File: src/rtl/uart_pkg.sv
`default_nettype none
// ---------------------------------------------------------------------------
// uart_pkg : shared UART baud divisor defaults, OSR helper and divisor struct
// Revision : 1.0
// ---------------------------------------------------------------------------
package uart_pkg;

  localparam int UART_DIV_W  = 16;
  localparam int UART_FRAC_W = 4;
  localparam int UART_OSR    = 16;

  function automatic int osr_w(input int osr);
    return $clog2(osr);
  endfunction

  typedef struct packed {
    logic [UART_DIV_W-1:0]  div_int;
    logic [UART_FRAC_W-1:0] div_frac;
  } baud_div_t;

endpackage
`default_nettype wire

File: src/rtl/baud_frac_acc.sv
`default_nettype none
// ---------------------------------------------------------------------------
// baud_frac_acc : fractional divisor accumulator, carry stretches one period
// Revision      : 1.0
// ---------------------------------------------------------------------------
module baud_frac_acc
  import uart_pkg::*;
#(
  parameter int FRAC_W = UART_FRAC_W
) (
  input  logic              clk,
  input  logic              rst,
  input  logic              clear,
  input  logic              reload,
  input  logic [FRAC_W-1:0] div_frac,
  output logic              carry
);

  logic [FRAC_W-1:0] frac_acc;
  logic [FRAC_W:0]   sum;

  // Carry is valid combinationally in the reload cycle and picks that period's length.
  assign sum   = {1'b0, frac_acc} + {1'b0, div_frac};
  assign carry = sum[FRAC_W];

  always_ff @(posedge clk or posedge rst) begin
    if (rst) begin
      frac_acc <= '0;
    end else if (clear) begin
      frac_acc <= '0;
    end else if (reload) begin
      frac_acc <= sum[FRAC_W-1:0];
    end
  end

endmodule
`default_nettype wire

File: src/rtl/uart_baud_tick_gen.sv
`default_nettype none
// ---------------------------------------------------------------------------
// uart_baud_tick_gen : programmable oversample / bit / mid-bit tick generator
//                      fractional divisor enabled by defining BAUD_FRAC_EN
// Revision           : 1.0
// ---------------------------------------------------------------------------
module uart_baud_tick_gen
  import uart_pkg::*;
#(
  parameter int DIV_W  = UART_DIV_W,
  parameter int FRAC_W = UART_FRAC_W,
  parameter int OSR    = UART_OSR
) (
  input  logic              clk,
  input  logic              rst,
  input  logic              count_en,
  input  logic              restart,
  input  logic [DIV_W-1:0]  div_int,
  input  logic [FRAC_W-1:0] div_frac,
  output logic              os_tick,
  output logic              bit_tick,
  output logic              mid_tick
);

  localparam int               OSR_W   = osr_w(OSR);
  localparam logic [OSR_W-1:0] OS_LAST = OSR_W'(OSR - 1);
  localparam logic [OSR_W-1:0] OS_MID  = OSR_W'(OSR / 2 - 1);

  logic [DIV_W:0]   cnt;
  logic [OSR_W-1:0] os_cnt;
  logic             first;
  logic             active;
  logic             wrap;
  logic             carry;
  logic [DIV_W:0]   reload_val;

  // Ticks decode pre-increment os_cnt; restart and the load cycle never tick.
  assign active   = count_en && !restart && !first;
  assign wrap     = active && (cnt == '0);
  assign os_tick  = wrap;
  assign bit_tick = wrap && (os_cnt == OS_LAST);
  assign mid_tick = wrap && (os_cnt == OS_MID);

`ifdef BAUD_FRAC_EN
  baud_frac_acc #(
    .FRAC_W (FRAC_W)
  ) u_frac_acc (
    .clk      (clk),
    .rst      (rst),
    .clear    (restart),
    .reload   (wrap),
    .div_frac (div_frac),
    .carry    (carry)
  );
`else
  logic unused_div_frac;
  assign unused_div_frac = ^div_frac;
  assign carry           = 1'b0;
`endif

  assign reload_val = {1'b0, div_int} + {{DIV_W{1'b0}}, carry};

  always_ff @(posedge clk or posedge rst) begin
    if (rst) begin
      cnt    <= '0;
      os_cnt <= '0;
      first  <= 1'b1;
    end else if (restart) begin
      cnt    <= {1'b0, div_int};
      os_cnt <= '0;
      first  <= 1'b0;
    end else if (count_en) begin
      if (first) begin
        cnt   <= {1'b0, div_int};
        first <= 1'b0;
      end else if (cnt == '0) begin
        cnt    <= reload_val;
        os_cnt <= os_cnt + OSR_W'(1);
      end else begin
        cnt <= cnt - (DIV_W + 1)'(1);
      end
    end
  end

endmodule
`default_nettype wire
File: config.mk
export PLATFORM = sky130hd
export DESIGN_NAME = uart_baud_tick_gen
export DESIGN_NICKNAME = d
export VERILOG_FILES = /design/src/rtl/uart_pkg.sv /design/src/rtl/baud_frac_acc.sv /design/src/rtl/uart_baud_tick_gen.sv
export SDC_FILE = /design/constraint.sdc
export NUM_CORES = 1
export LEC_CHECK = 0
export ABC_AREA = 1
export CORE_UTILIZATION = 35
export CTS_BUF_LIST = sky130_fd_sc_hd__clkbuf_2
export CTS_CLUSTER_DIAMETER = 80
export DETAILED_ROUTE_END_ITERATION = 10
export HOLD_SLACK_MARGIN = 0.08
export SKIP_CTS_REPAIR_TIMING = 1
export SYNTH_ARGS = -nofsm -noshare
export SYNTH_HDL_FRONTEND = slang
export SYNTH_HIERARCHICAL = 1
export SYNTH_SLANG_ARGS = --single-unit
File: constraint.sdc
create_clock -name clk -period 2.2 [get_ports clk]
set_input_delay 0.55 -clock clk [delete_from_list [all_inputs] [get_ports clk]]
set_output_delay 0.55 -clock clk [all_outputs]
set_load 0.01 [all_outputs]
* After elaboration in Yosys (flattened, before gate mapping)
Index checks and enable logic that the tools add are counted.
** Storage, ports and cells
- Bits in latches :: 0
- Bits in read-only memories :: 0
- Input port bits :: 24
- Memories :: 0
- Memory bits (writable) :: 0
- Logic and storage cells :: 29
- Output and inout bits :: 3
- Bits in registers :: 22
** Cells by class
- Divide/modulo/power cells :: 0
- Bitwise operators :: 0
- Mux-type cells :: 10
- Reduce and logical (&&, ||, !) cells :: 11
- Add/subtract/negate cells :: 2
- Shift operators :: 0
- Eq/ne operators :: 3
- $mul :: 0
- $lt $le $gt $ge :: 0
** Operators with widths (count)
- $mux W17 :: 4
- $logic_not A17 Y1 :: 1
- $sub A17 B1 Y17 const B :: 1
- $mux W4 :: 4
- $logic_and A1 B1 Y1 :: 5
- $add A4 B1 Y4 const B :: 1
- $eq A4 B3 Y1 const B :: 1
- $eq A4 B4 Y1 const B :: 1
- $reduce_bool A2 Y1 :: 2
- $reduce_and A3 Y1 :: 1
- $logic_not A1 Y1 :: 2
- $mux W1 :: 2
- $ne A2 B1 Y1 const B :: 1

* Depth between registers and ports, before layout
Gate-level depths: netlist (run 1).
- Depth after elaboration :: 5
- Depth in mapped cells :: 13
- Gate-level depth less buffers :: 12

* Worst setup path after synthesis (run 1)
OpenSTA, ideal clock, no wires.
- Path type :: register to output
- Start point :: register cnt[0]
- End point :: output bit_tick
- Setup slack :: 0.265 ns
- Required time :: 1.650 ns
- Arrival :: 1.385 ns
- Cell stages (with the launch flop) :: 11
- Path buffers :: 0
- Cell sequence :: dfrtp_1 > inv_1 > ha_1 > inv_1 > nor2_1 > nand2_1 > nor2_4 > nand4_2 > inv_2 > nand3_1 > nor2_1
** Between the ends
- Word-level cells in the longest chain between the ends :: 3
** RTL lines
- from (decl) :: line uart_baud_tick_gen.sv:29 : logic [DIV_W:0] cnt;
- from (signal assigned) :: line uart_baud_tick_gen.sv:69 : cnt <= {1'b0, div_int};
- from (signal assigned) :: line uart_baud_tick_gen.sv:74 : cnt <= {1'b0, div_int};
- from (signal assigned) :: line uart_baud_tick_gen.sv:77 : cnt <= reload_val;
- $logic_not A17 Y1 :: line uart_baud_tick_gen.sv:39 : assign wrap = active && (cnt == '0);
- $logic_and A1 B1 Y1 :: line uart_baud_tick_gen.sv:39
- $logic_and A1 B1 Y1 :: line uart_baud_tick_gen.sv:41 : assign bit_tick = wrap && (os_cnt == OS_LAST);
- to (decl) :: line uart_baud_tick_gen.sv:21 : output logic bit_tick,
Every way passes these cells.

* Final worst setup path (run 1)
- Start point :: register cnt[0]
- End point :: output mid_tick
** Between the ends
- Word-level cells in the longest chain between the ends :: 3
** RTL lines
- $logic_not A17 Y1 :: line uart_baud_tick_gen.sv:39
- $logic_and A1 B1 Y1 :: line uart_baud_tick_gen.sv:39
- $logic_and A1 B1 Y1 :: line uart_baud_tick_gen.sv:42 : assign mid_tick = wrap && (os_cnt == OS_MID);
- to (decl) :: line uart_baud_tick_gen.sv:22 : output logic mid_tick
Every way passes these cells.

==> qor.csv, run 1 <==
stage,metric,value,unit
critical_path,crit_buf_inv,5,
placement,port_buffers,22,
cts,cts-root-buf,clkbuf_2,
grt,antenna_found_initial,0,
sta,max_freq,417,MHz
finish,mostFrequentLayoutCell,nand2_1,
critical_path,ff2ff_setup_slack,0.41,ns
finish,final_cell_mix,"nand2_1, buf_4, inv_1",
synthesis,syn_area_per_cell,6.61,µm²
job,maxCapViolations,0,
power,p_per_area,467,mW/mm²
floorplan,io_pins,27,
grt,grtUsageTotal,17.0,%
critical_path,crit_path_max_fanout,2,
cts,tritoncts,yes,
grt,grt_max_degree,23,
critical_path,max_stage_delay,0.43,ns
detailed_routing,wl,3.96,mm
outcome,violations,negative setup slack,
synthesis,synth_seq_area_share,33.1,%
critical_path,startpoint_type,flop,
sta,worst_pin_slew,0.335,ns
floorplan,dieArea,0.00504,mm²
sta,fin_crit_sh,109,%
synthesis,yosysUniqueCellTypes,26,
grt,grt_first_pass_wirelength,6.85,mm
detailed_routing,wl_per_cell,10.9,µm
grt,gr-total-overflow,0,
floorplan,dieHeight,71.0,µm
hold_path,hold_path_class,in -> async,
critical_path,r2r_start,cnt[0],
sta,max_slew_margin,77.6,%
sta,fin_worst_skew,0.0304,ns
power,totalPowerFinal,1.04,mW
critical_path,cpMostUsedCell,inv_2,
finish,stdcell_area,0.00224,mm²
floorplan,initial_core_util,37.2,%
synthesis,syn-num-nets,279,
power,ir_worst_vdd,0.200,mV
detailed_routing,via_per_inst,4.57,
critical_path,critical_path_class,reg -> out,
cts,numCtsBuffers,3,
placement,hpwl,2.89,mm
critical_path,crit_arrival,1.85,ns
floorplan,core,0.00447,mm²
synthesis,postSynthCellCount,252,
outcome,outcome,finished with violations,
critical_path,crit_chain,"inv_2, ha_4, inv_2, nor2_2, nand2_2, nor2_4, nand4_4, inv_2, buf_6, nand3_4, nor2_2, buf_2",
cts,clock_latency,0.35,ns
cts,path_clk_slew,0.24,ns
cts,clk_path_buf_depth,2,
critical_path,crit_family,simple AND/OR/NAND/NOR gates,
power,static-leakage-power,1.20,nW
sta,layout_min_cycle_time,2.40,ns
sta,fin_ws,-0.201,ns
detailed_routing,drc,0,
finish,layout.nets,338,
placement,gp_congestion,0.855,
critical_path,crit_path_end_kind,output port,
cts,htreeDepth,1,
floorplan,die_w,71.0,µm
sta,hold_violations,0,
grt,grt_pass1_vias,1548,
finish,syn2layout_area_growth,34.2,%
synthesis,ys_seq_elements,22,
detailed_routing,ant_nets,0,
sta,slew_viol_final,0,
critical_path,cpMaxStageDelayCell,dfrtp_1,
critical_path,required,1.65,ns
floorplan,row_count,24,
sta,tns,-0.495,ns
finish,drive_above_1_share,24.8,%
sta,setup_violations,3,
detailed_routing,drt_iter0_drc,72,
detailed_routing,vias,1656,
critical_path,r2r-end,cnt[3],
cts,cts.sinks,22,
finish,antenna_cells,0,
synthesis,yosysWarningCount,6,
critical_path,reg2reg_depth,13,
synthesis,synth_area,0.00167,mm²
detailed_routing,drt_pass1_iterations,4,
placement,place_area,0.00213,mm²
sta,grt_setup_unrepaired,yes,
worst reg2reg max path, cell delays in order (launching register included):
cell and delay [ns]:
dfrtp_1 0.43, inv_2 0.08, ha_4 0.12, inv_2 0.03, nor2_2 0.10, nand2_2 0.07
nor2_4 0.14, buf_4 0.13, nand2_4 0.06, nand3_4 0.18, buf_4 0.20, nand2_1 0.06
nand3_1 0.07, nand2_1 0.05
layer usage:
layer  wire length, µm  part of all wire, %  global-route usage (%)
met2              1950                   49                    30.4
met5                 0                    0                       0
met4                29                 0.73                    3.11
met3               124                  3.1                    2.99
met1              1860                   47                    21.8
worst max path at each step:
stage                        start        to  cells after the start
after floorplan             cnt[0]  bit_tick                     10
after global placement    count_en  bit_tick                      6
after detailed placement  count_en  mid_tick                      6
after CTS                   cnt[0]  mid_tick                     11
after global routing        cnt[1]  mid_tick                     12
final                       cnt[0]  mid_tick                     12
logic make-up (layout without fill, tap and decap cells):
family	after synthesis	in the layout	synth area share, %
compound gates	6	6	1.95
simple gates	168	168	46.7
buf+inv	46	104	12.3
fa+ha+maj	3	3	2.25
flops	22	22	33.1
xor+xnor	7	7	3.68
area by class of cell:
| type | instances | area (µm²) |
|---|---|---|
| inverter | 40 | 153 |
| fill | 470 | 2240 |
| multi-input combinational | 184 | 953 |
| clock buffer | 4 | 20.0 |
| sequential | 22 | 552 |
| tap | 52 | 65.1 |
| timing repair buffer | 60 | 494 |
through the flow:
step	util [%]	instances	setup WS (ns)	hold WS, ns
after floorplan	-	252	0.265	0.472
after global placement	47.7	351	-0.345	0.499
after detailed placement	47.7	351	-0.376	0.500
after CTS	48.1	355	-0.633	0.488
after global routing	50.0	362	-0.361	0.505
final	50.0	362	-0.201	0.495
power by group:
group,internal [mW],switching [mW],total [mW],leakage (nW)
Sequential,0.446,0.0318,0.478,0.267
Combinational,0.187,0.199,0.386,0.915
Clock,0.0480,0.132,0.180,0.0166
Total,0.681,0.363,1.04,1.20
Yosys cell counts:
library cell	instances	area share [%]
nand3_4	1	1.1
a21oi_1	2	0.60
or2_2	2	0.75
dfstp_2	1	1.6
nor2_1	20	4.5
nand4_2	1	0.75
inv_2	1	0.23
o21ai_1	1	0.30
inv_1	38	8.6
nand2_4	1	0.68
xnor2_1	4	2.1
inv_4	1	0.38
o21ai_0	2	0.60
xor2_1	3	1.6
nand4_1	5	1.9
nand3_1	32	9.6
dfrtp_1	21	32
nand2_2	7	2.6
buf_6	4	2.7
nand3b_1	2	0.90
nor2_4	3	2.0
nand2_1	89	20
clkbuf_1	2	0.45
ha_1	3	2.3
o21bai_1	1	0.45
nor2_2	5	1.9
registers in the layout, indices dropped and copies added, names as in the netlist:
signal / count
cnt: 17
os_cnt: 4
first: 1
(Power assumes the default switching activity.)
==> inputs of run 2 (changes only) <==
- CORE_UTILIZATION: 35 -> 55
- CTS_CLUSTER_DIAMETER: 80 -> 50
- PLACE_DENSITY: unset -> 0.82
==> qor.csv, run 2 (synthesized netlist as in run 1, its figures left out) <==
stage,metric,value,unit,change
finish,antenna_cells,0,,unchanged
finish,mostFrequentLayoutCell,nand2_1,,
job,maxCapViolations,0,,unchanged
power,ir_worst_vdd,0.288,mV,+44%
critical_path,crit_path_max_fanout,3,,+1
outcome,outcome,finished with violations,,
sta,slew_viol_final,0,,unchanged
critical_path,crit_arrival,1.80,ns,-0.05 ns
floorplan,die_w,57.0,µm,-20%
placement,port_buffers,22,,unchanged
detailed_routing,ant_nets,0,,unchanged
finish,layout.nets,335,,-0.89%
placement,place_area,0.00214,mm²,+0.41%
floorplan,core,0.00281,mm²,-37%
cts,cts-root-buf,clkbuf_2,,
finish,nFillCells,225,,-52%
placement,post-place-cells,333,,-5.1%
floorplan,dieHeight,57.0,µm,-20%
floorplan,io_pins,27,,unchanged
cts,clock_latency,0.35,ns,about the same
floorplan,row_count,19,,-21%
floorplan,dieArea,0.00325,mm²,-35%
detailed_routing,drc,0,,unchanged
detailed_routing,drt_iter0_drc,52,,-28%
finish,top_register,cnt,,
sta,hold_violations,0,,unchanged
critical_path,r2r_start,cnt[0],,
detailed_routing,via_per_inst,4.97,,+8.7%
detailed_routing,vias,1681,,+1.5%
finish,syn2layout_area_growth,30.0,%,
sta,fin_ws,-0.147,ns,+0.0536 ns
sta,fin_crit_sh,107,%,-2.4 points
finish,final_cell_mix,"nand2_1, inv_1, buf_4",,
outcome,violations,negative setup slack,,
finish,regArea,552,µm²,unchanged
cts,path_clk_slew,0.22,ns,-0.02 ns
placement,hpwl,2.90,mm,+0.34%
critical_path,startpoint,cnt[0],,
critical_path,critical_path_class,reg -> out,,
sta,max_slew_margin,75.2,%,-2.4 points
grt,grt_pass1_vias,1583,,+2.3%
sta,setup_violations,3,,unchanged
power,static-leakage-power,1.19,nW,-0.78%
sta,layout_min_cycle_time,2.35,ns,-0.0536 ns
sta,worst_pin_slew,0.370,ns,+0.0353 ns
sta,fin_worst_skew,0.00143,ns,-0.0290 ns
detailed_routing,drt_pass1_iterations,4,,unchanged
finish,largest_reg_flops,17,,unchanged
sta,grt_setup_unrepaired,yes,,
grt,gr-total-overflow,0,,unchanged
power,totalPowerFinal,1.03,mW,-0.93%
finish,stdcell_area,0.00217,mm²,-3.2%
finish,largestRegisters,"cnt: 17 flops, os_cnt: 4 flops, first: 1 flops",,
cts,cts.sinks,22,,unchanged
cts,tritoncts,yes,,
critical_path,required,1.65,ns,about the same
finish,multiInputGateArea,923,µm²,-3.1%
critical_path,crit_path_end_kind,output port,,
detailed_routing,wl,3.80,mm,-3.9%
grt,grtUsageTotal,26.1,%,+9.0 points
grt,antenna_found_initial,0,,unchanged
grt,grt_max_degree,23,,unchanged
sta,max_freq,426,MHz,+2.3%
critical_path,startpoint_type,flop,,
hold_path,hold_path_class,in -> async,,
detailed_routing,wl_per_cell,11.3,µm,+2.9%
cts,numCtsBuffers,3,,unchanged
power,p_per_area,477,mW/mm²,+2.3%
grt,grt_first_pass_wirelength,6.53,mm,-4.7%
finish,drive_above_1_share,21.5,%,-3.3 points
placement,gp_congestion,0.874,,+2.2%
cts,clk_path_buf_depth,2,,unchanged
cts,htreeDepth,1,,unchanged
finish,finalNonFillerCells,338,,-6.6%
floorplan,initial_core_util,59.4,%,+22 points
-- run 2: cell types whose count changed in the layout (fill, tap and decap cells not counted), moves of 2 or more --
cell / before / now
buf_4: 37 / 34
inv_1: 35 / 37
inv_2: 4 / 2
nand2_1: 87 / 89
nand2_2: 9 / 7
nor2_1: 18 / 20
nor2_2: 7 / 5
-- run 2: critical path: stages, from the launching register on --
cell,delay [ns]
dfrtp_1,0.44
inv_2,0.06
ha_1,0.13
inv_1,0.03
nor2_1,0.07
nand2_1,0.08
nor2_4,0.15
nand4_4,0.09
inv_2,0.09
nand3_2,0.07
nor2_1,0.10
buf_2,0.13
-- run 2: power breakdown --
part           total (mW)  switching [mW]  internal, mW
clock network       0.173           0.134        0.0395
registers           0.476          0.0299         0.446
logic               0.385           0.198         0.186
total                1.03           0.362         0.672
-- run 2: cell type report --
cell class / count / share of cell area (%)
repair buffers: 57 / 22.2
clock inverters: 1 / 0.173
clock buffers: 3 / 0.693
well taps: 31 / 1.79
inverters: 40 / 7.05
multi-input cells: 184 / 42.6
flip-flops and latches: 22 / 25.5
-- run 2: worst paths after layout --
check                      depth (start not counted)        end  slack [ns]
max in group asynchronous                          3      first        1.42
min in group clk                                   1  os_cnt[0]        0.56
hold reg to reg                                    1  os_cnt[0]        0.56
setup reg to reg                                   8    cnt[16]        0.44
setup / recovery                                  11   bit_tick       -0.15
hold / removal                                     3    cnt[12]        0.49
-- run 2: stage by stage --
| stage | setup TNS [ns] | hold slack, ns | setup WS (ns) | utilization, % |
|---|---|---|---|---|
| final | -0.372 | 0.493 | -0.147 | 77.2 |
| after global routing | -0.725 | 0.497 | -0.274 | 77.2 |
| after floorplan | 0 | 0.472 | 0.265 | - |
| after global placement | -0.884 | 0.495 | -0.320 | 76.3 |
| after CTS | -1.75 | 0.494 | -0.618 | 77.0 |
| after detailed placement | -0.913 | 0.522 | -0.332 | 76.3 |
-- run 2: layer usage --
| metal | part of all wire, % | up-vias | GRT usage (%) |
|---|---|---|---|
| met5 | 0 | - | 0 |
| met4 | 1.3 | 0 | 11.1 |
| met3 | 1.8 | 5 | 2.72 |
| met2 | 52 | 21 | 47.6 |
| met1 | 45 | 776 | 31.1 |
| li1 | - | 879 | - |
